`config.mk`:
```
export PLATFORM = sky130hd
export DESIGN_NAME = if_fetch_stage
export DESIGN_NICKNAME = d
export VERILOG_FILES = /design/src/rtl/if_fetch_stage.sv
export SDC_FILE = /design/constraint.sdc
export NUM_CORES = 1
export LEC_CHECK = 0
export ABC_AREA = 1
export CORE_AREA = 2 2 117 119
export DETAILED_ROUTE_END_ITERATION = 8
export DIE_AREA = 0 0 119 121
export PLACE_DENSITY = 0.9
export SYNTH_ARGS = -nofsm -noshare
export SYNTH_HDL_FRONTEND = slang
export SYNTH_SLANG_ARGS = --single-unit
```
`constraint.sdc`:
```
create_clock -name clk_50 -period 2.4 [get_ports clk_50]
set_input_delay 0.72 -clock clk_50 [delete_from_list [all_inputs] [get_ports clk_50]]
set_output_delay 0.72 -clock clk_50 [all_outputs]
set_load 0.05 [all_outputs]
```
`src/rtl/if_fetch_stage.sv`:
```
// Instruction fetch: owns the PC, tags ROM responses, and buffers one
// word so decode stalls never drop or repeat an instruction.
module if_fetch_stage #(
    parameter int              XLEN     = 32,
    parameter logic [XLEN-1:0] RESET_PC = '0,
    parameter int              PC_INC   = 4
) (
    input  logic            clk_50,
    input  logic            rst,
    output logic [XLEN-1:0] imem_addr,
    input  logic [XLEN-1:0] imem_inst,
    input  logic            id_stall,
    input  logic            redirect_valid,
    input  logic [XLEN-1:0] redirect_pc,
    output logic            id_valid,
    output logic [XLEN-1:0] id_pc,
    output logic [XLEN-1:0] id_inst,
    output logic            halted
);

    typedef enum logic {RUN, HALT} fsm_t;

    fsm_t            fsm_q;
    fsm_t            fsm_d;

    logic [XLEN-1:0] pc_q;
    logic            rsp_valid_q;
    logic [XLEN-1:0] rsp_pc_q;
    logic            hold_valid_q;
    logic [XLEN-1:0] hold_pc_q;
    logic [XLEN-1:0] hold_inst_q;

    logic            sel_valid;
    logic [XLEN-1:0] sel_pc;
    logic [XLEN-1:0] sel_inst;
    logic            run;
    logic            accept;
    logic            pc_step;
    logic [XLEN-1:0] redirect_tgt;

    assign imem_addr    = pc_q;
    assign run          = (fsm_q == RUN);
    assign sel_valid    = hold_valid_q | rsp_valid_q;
    assign sel_pc       = hold_valid_q ? hold_pc_q : rsp_pc_q;
    assign sel_inst     = hold_valid_q ? hold_inst_q : imem_inst;
    assign id_valid     = sel_valid & run & ~redirect_valid;
    assign id_pc        = sel_valid ? sel_pc : '0;
    assign id_inst      = sel_valid ? sel_inst : '0;
    assign accept       = id_valid & ~id_stall;
    assign pc_step      = ~id_valid | ~id_stall;
    assign redirect_tgt = redirect_pc & ~(XLEN'(3));

    always_ff @(posedge clk_50) begin
        if (rst) begin
            fsm_q <= RUN;
        end else begin
            fsm_q <= fsm_d;
        end
    end

    // A zero word may sit in the shadow of an older branch, so only a
    // redirect (or reset) leaves HALT.
    always_comb begin
        fsm_d = fsm_q;
        unique case (fsm_q)
            RUN: begin
                if (!redirect_valid && accept && id_inst == '0) begin
                    fsm_d = HALT;
                end
            end
            HALT: begin
                if (redirect_valid) begin
                    fsm_d = RUN;
                end
            end
            default: fsm_d = RUN;
        endcase
    end

    always_comb begin
        halted = (fsm_q == HALT);
    end

    always_ff @(posedge clk_50) begin
        if (rst) begin
            pc_q         <= RESET_PC;
            rsp_valid_q  <= 1'b0;
            rsp_pc_q     <= '0;
            hold_valid_q <= 1'b0;
            hold_pc_q    <= '0;
            hold_inst_q  <= '0;
        end else if (redirect_valid) begin
            pc_q         <= redirect_tgt;
            rsp_valid_q  <= 1'b0;
            hold_valid_q <= 1'b0;
        end else if (run) begin
            // The ROM re-reads pc_q every cycle, so the tag always follows it.
            rsp_pc_q    <= pc_q;
            rsp_valid_q <= 1'b1;
            if (pc_step) begin
                pc_q <= pc_q + XLEN'(PC_INC);
            end
            if (!id_stall) begin
                hold_valid_q <= 1'b0;
            end else if (!hold_valid_q && rsp_valid_q) begin
                hold_valid_q <= 1'b1;
                hold_pc_q    <= rsp_pc_q;
                hold_inst_q  <= imem_inst;
            end
        end
    end

endmodule

```
==> qor_table.md, run 1 <==
| Quantity | Value |
|---|---|
| Number of antenna violations at the first check in global routing | 0 |
| Number of standard cells after synthesis | 981 |
| Outcome | completed |
| Worst-case hold slack | 0.501 ns |
| Total clock buffers created by CTS | 17 |
| Initial standard-cell utilization of the core | 0.484 |
| Maximum buffer depth of the clock tree | 2 |
| Area fraction in compound gates after synthesis | 0.198 |
| Storage element area | 2500 sq um |
| Signal arrival time at the worst endpoint | 1.66 ns |
| Slowest-stage cell, CP | clkdlybuf4s50_1 |
| Detailed-routing iteration count for the pre-antenna-repair pass | 6 |
| Most frequent standard cell in the layout excluding fill and tap cells | nor2_1 |
| Area growth from synthesis to layout | 52.1% |
| Number of nets with antenna violations after detailed routing | 0 |
| Startpoint of the most critical setup path | imem_addr[30] |
| Area occupied by multi-input gates | 3450 sq um |
| Count of final setup violators | 0 |
| Final non-filler cell total | 1335 |
| Die Span Y | 121 um |
| Total power | 5.87 mW |
| Capturing element type of the critical path | primary output |
| Die ar. | 14400 sq um |
| Placer congestion estimate | 0.937 |
| Max-cap violation count | 0 |
| Leakage Power | 4.42 nW |
| Number of clock sinks | 125 |
| FILL cells | 898 |
| Number of slew-limit violations in the final report | 0 |
| IO buf count | 159 |
| Largest net degree at the start of global routing | 55 |
| Ratio of total power to cell area | 610 nW/um^2 |
| Number of synthesized flops with an enable pin | 0 |
| CTS Root Buffer Type | clkbuf_16 |
| Leftover overflow at the end of global routing | 0 |
| Highest ir drop seen on vdd | 0.387 mV |
| Asr flop ratio synth | 0 |
| Critical path buffer and inverter count | 1 |
| Inserted Diodes | 0 |
| CTS tree | yes |
| Die W | 119 um |
| First-pass GRT wire length | 33200 um |
| Post-placement worst setup slack | -0.0795 ns |
| Avg Vias per Cell | 5.57 |
| Fraction of final layout cells sized beyond drive strength 1 | 0.165 |
| Max-slew headroom | 0.655 |
| Worst hold-check path type | flop to flop |
| Post-synthesis sequential element count | 125 |
| Utilization after layout | 0.736 |
| Detailed-route via count | 7431 |
| Post-route design area | 9630 sq um |
| Worst setup slack after layout | 0.0233 ns |
| Fraction of the yosys area taken by sequential cells | 0.395 |
| Synthesized-area fraction occupied by adder cells | 0.00198 |
| CP Class | flop to primary output |
| Proportion of synthesized area in mux cells | 0 |
| # DRC | 0 |
| Number of placed instances, taps included | 1295 |
| Hold Crit Start | hold_inst_q[13] |
| HPWL reported at the end of detailed placement | 13700 um |
| Final Hold Viols | 0 |
| Worst-Skew Late Latency | 0.42 ns |
| Final wirelength | 21400 um |
| Transition time at the pin with the least slew margin | 0.519 ns |
| Crit-path cells | clkdlybuf4s50_1 |
| Number of H-tree branching levels | 4 |
| Summed instance area of the synthesized netlist | 6330 sq um |
| Number of violations reported at the end of detailed-routing iteration 0 | 946 |
| Yosys warnings | 0 |
| Number of buffers inserted for hold repair after clock tree synthesis | 0 |
| Critical path peak fanout | 5 |
| TNS Setup | 0 ns |
| Final min period | 2.38 ns |
| Post-route clock skew | 0.00969 ns |
| Number of distinct library cells after synthesis | 31 |
| Post-layout net count | 1215 |
| Total I/O pin count | 166 |
| Achievable frequency | 421 MHz |
| Dominant delay contributor by cell family on the critical path | buffers and inverters |
| Clock input transition at the sequential cells of the worst setup and hold paths | 0.06 ns |
| Main combinational cell family by area after synthesis | simple AND/OR/NAND/NOR gates |
| Average wire length per cell after detail routing | 16.0 um |
| Worst path required time | 1.68 ns |
| Nature of the critical path startpoint | flop |
| Biggest cell delay along the critical path | 0.83 ns |
| Number of global-route vias before repair | 6796 |
| Simple-gate share of the synthesized area | 0.323 |
| Average footprint of a synthesized cell | 6.45 sq um |
| Placed cell areas | 8810 sq um |
| Worst reg2reg path startpoint | imem_addr[3] |
| Area of the core | 13100 sq um |
| Fraction of synthesized cell area in xor and xnor cells | 0.00138 |
| Share of the clock period used by the worst path | 0.990 |
| Overall Global Routing Usage | 0.287 |
| Number of cell rows | 42 |
| Most used DFF post-synth | dfxtp_1 |
| Most frequent cells in the layout | nor2_1 (238), nand2_1 (235), dfxtp_1 (123) |
## worst paths after layout
| path | end | slack [ns] | cells after the start |
|---|---|---|---|
| max | imem_addr[30] | 0.02 | 1 |
| min | hold_inst_q[13] | 0.50 | 2 |
| max reg2reg | imem_addr[26] | 0.57 | 8 |
| min reg2reg | hold_inst_q[13] | 0.50 | 2 |
## what timing repair did
item | in CTS | in global routing
cloned | 0 | 2
setup endpoints to repair | 65 | 56
pin swaps | 0 | 4
gates resized for setup | 33 | 35
setup buffers | 3 | 3
## flip-flops by register name, indices dropped and copies added (netlist names)
signal and cells:
rsp_valid_q 1, hold_pc_q 30, rsp_pc_q 30, halted 1
hold_valid_q 1, imem_addr 30, hold_inst_q 32
## power by group
group	internal (mW)	total [mW]	switching, mW
Sequential	2.18	2.29	0.102
Clock	1.48	2.43	0.955
Combinational	0.472	1.15	0.680
## final cells by class
| cell class | count | share of cell area |
|---|---|---|
| clock buffers | 19 | 0.0470 |
| clock inverters | 13 | 0.0122 |
| inverters | 53 | 0.0212 |
| multi-input cells | 745 | 0.358 |
| flip-flops and latches | 125 | 0.260 |
| well taps | 176 | 0.0229 |
| repair buffers | 204 | 0.278 |
## per-layer routing
layer  share of wire  track usage  wire [um]  vias to the layer above
li1                -            -          -                     3500
met1            0.39        0.355       8270                     3405
met2            0.48        0.469      10400                      468
met5               0            0          0                        -
met3           0.098       0.0644       2110                       58
met4           0.031        0.146        667                        0
## cell families after synthesis
kind of cell	Yosys count
AO/OA/AOI/OAI	220
XOR/XNOR	1
adder cells (fa/ha/maj)	1
buffers and inverters	114
flip-flops	125
other	1
AND/OR/NAND/NOR	519
## cell usage after synthesis (3+ instances only)
master    count  area, sq um
buf_1         6         22.5
o21ai_1       8         40.0
nor2_1      238          893
buf_4         8         60.1
a21oi_1      53          265
nor2_2        4         25.0
dfxtp_1     125         2500
o31ai_1       5         37.5
nand3b_1      4         30.0
o21ai_0     117          586
inv_1        50          188
nand2_1     240          901
buf_2        16         80.1
clkbuf_1     28          105
nand3_1      27          135
a22o_1       32          280
buf_6         3         33.8
## worst register-to-register path, cell delays in order, from the launching register on
cell and delay [ns]:
dfxtp_1 0.41, ha_1 0.25, nand3_1 0.13, inv_1 0.11, nand2_1 0.12, nor2_1 0.33
a21oi_1 0.11, o21ai_0 0.18, a21oi_1 0.08
Note: power is estimated with default switching activity, not from simulation.
==> inputs of run 2 (changes only) <==
--- a/config.mk
+++ b/config.mk
@@ -7,6 +7,7 @@
 export LEC_CHECK = 0
 export ABC_AREA = 1
 export CORE_AREA = 2 2 117 119
+export CTS_CLUSTER_DIAMETER = 30
 export DETAILED_ROUTE_END_ITERATION = 8
 export DIE_AREA = 0 0 119 121
 export PLACE_DENSITY = 0.9
==> results of run 2 <==
No change in the layout: final DEF, timing and power equal those of run 1.
==> inputs of run 3 (changes only) <==
--- a/config.mk
+++ b/config.mk
@@ -7,6 +7,7 @@
 export LEC_CHECK = 0
 export ABC_AREA = 1
 export CORE_AREA = 2 2 117 119
+export CTS_BUF_LIST = sky130_fd_sc_hd__clkbuf_16
 export CTS_CLUSTER_DIAMETER = 30
 export DETAILED_ROUTE_END_ITERATION = 8
 export DIE_AREA = 0 0 119 121
==> qor_table.md, run 3 (synthesized netlist as in run 1, its figures left out) <==
| Quantity | Value |
|---|---|
| Hold Crit Start | hold_inst_q[13] |
| Die ar. | 14400 sq um |
| Detailed-route via count | 7500 |
| # DRC | 0 |
| Total clock buffers created by CTS | 17 |
| Critical path peak fanout | 15 |
| Worst path required time | 1.68 ns |
| Capturing point of the worst reg2reg path | hold_pc_q[29] |
| Detailed-routing iteration count for the pre-antenna-repair pass | 5 |
| Inserted Diodes | 0 |
| Register name with the most flops | hold_inst_q |
| Leftover overflow at the end of global routing | 0 |
| Leakage Power | 4.47 nW |
| First-pass GRT wire length | 33100 um |
| Placer congestion estimate | 0.937 |
| Worst-Skew Late Latency | 0.42 ns |
| Area occupied by multi-input gates | 3520 sq um |
| Most frequent standard cell in the layout excluding fill and tap cells | nor2_1 |
| Startpoint of the most critical setup path | rsp_valid_q |
| Number of cell rows | 42 |
| Placed cell areas | 8810 sq um |
| Slowest-stage cell, CP | dfxtp_4 |
| Most used cell, CP | buf_12 |
| Length in cells of the worst reg-to-reg path | 7 |
| Register-to-Register Setup Slack | 0.56 ns |
| Max-slew headroom | 0.657 |
| Number of violations reported at the end of detailed-routing iteration 0 | 989 |
| HPWL reported at the end of detailed placement | 13700 um |
| Worst reg2reg path startpoint | hold_valid_q |
| CTS Root Buffer Type | clkbuf_16 |
| Number of clock sinks | 125 |
| Overall Global Routing Usage | 0.286 |
| Endpoint, Worst Hold | hold_inst_q[13] |
| Number of slew-limit violations in the final report | 0 |
| Number of nets with antenna violations after detailed routing | 0 |
| Max-cap violation count | 0 |
| Outcome | completed |
| Most frequent cells in the layout | nor2_1 (238), nand2_1 (233), dfxtp_1 (123) |
| Share of the clock period used by the worst path | 0.987 |
| Achievable frequency | 422 MHz |
| Final wirelength | 21900 um |
| Post-layout net count | 1216 |
| Crit-path cells | inv_4, nor2_4, buf_12, clkbuf_16, a22o_1, buf_12 |
| Average wire length per cell after detail routing | 16.4 um |
| Avg Vias per Cell | 5.61 |
| Count of final setup violators | 0 |
| Transition time at the pin with the least slew margin | 0.516 ns |
| Number of global-route vias before repair | 6789 |
| Area of the core | 13100 sq um |
| Maximum buffer depth of the clock tree | 2 |
| Total power | 5.82 mW |
| Die Span Y | 121 um |
| Ratio of total power to cell area | 600 nW/um^2 |
| Signal arrival time at the worst endpoint | 1.65 ns |
| IO buf count | 159 |
| Area growth from synthesis to layout | 53.4% |
| CTS tree | yes |
| Final min period | 2.37 ns |
| Fraction of final layout cells sized beyond drive strength 1 | 0.172 |
| FILL cells | 887 |
| Initial standard-cell utilization of the core | 0.484 |
| Highest ir drop seen on vdd | 0.591 mV |
| Clock input transition at the sequential cells of the worst setup and hold paths | 0.06 ns |
| Post-route clock skew | 0.0147 ns |
| Post-route design area | 9710 sq um |
| Biggest cell delay along the critical path | 0.36 ns |
| CP Class | flop to primary output |
| Largest net degree at the start of global routing | 55 |
| Worst hold-check path type | flop to flop |
| Nature of the critical path startpoint | flop |
| Utilization after layout | 0.742 |
| Total I/O pin count | 166 |
| Cell count of the worst hold path | 2 |
| Number of H-tree branching levels | 4 |
| Number of antenna violations at the first check in global routing | 0 |
| Capturing element type of the critical path | primary output |
| Max FFs per register | 32 |
| Die W | 119 um |
| Worst-case hold slack | 0.502 ns |
| Final Hold Viols | 0 |
| Storage element area | 2510 sq um |
[run 3: cell type report]
| type | count | share of cell area |
|---|---|---|
| clock buffers | 17 | 0.0438 |
| repair buffers | 205 | 0.279 |
| multi-input cells | 745 | 0.363 |
| inverters | 53 | 0.0210 |
| well taps | 176 | 0.0227 |
| clock inverters | 15 | 0.0129 |
| flip-flops and latches | 125 | 0.258 |
[run 3: how the worst max path moves through the flow]
stage                  endpoint  cells after the start
finish                id_pc[31]                      6
global route        id_inst[12]                      6
CTS                 id_inst[23]                      6
detailed placement     id_valid                      6
global placement    id_inst[19]                      6
floorplan             id_pc[10]                      5
[run 3: what timing repair did]
item	in CTS	in global routing
hold endpoints to repair	0	0
gates cloned	0	3
buffers inserted	3	3
setup endpoints to repair	66	55
gates resized for setup	33	46
hold buffers	0	0
pin swaps	0	7
[run 3: per-layer routing]
layer,track usage,up-vias,part of all wire
met3,0.0587,76,0.10
met1,0.359,3424,0.38
met4,0.132,0,0.037
li1,-,3495,-
met5,0,-,0
met2,0.472,505,0.48
[run 3: through the flow]
| step | instances | setup TNS [ns] | setup slack (ns) |
|---|---|---|---|
| 2_1_floorplan | 984 | 0 | 0.146 |
| 3_3_place_gp | 1295 | -0.133 | -0.0494 |
| 5_1_grt | 1336 | -0.0183 | -0.0149 |
| 3_5_place_dp | 1295 | -1.21 | -0.0795 |
| 4_1_cts | 1330 | 0 | 0.00231 |
| 6_report | 1336 | 0 | 0.0305 |
[run 3: worst max-delay path, delay by kind of cell (launching register included)]
kind            cells  cell delay [ns]
flops               1             0.36
buf+inv             4             0.57
compound gates      1             0.24
simple gates        1             0.06
[run 3: where the power goes]
group / switching (mW) / internal [mW] / leakage [nW]
combinational: 0.688 / 0.481 / 3.19
clock: 0.955 / 1.41 / 0.256
sequential: 0.106 / 2.18 / 1.03
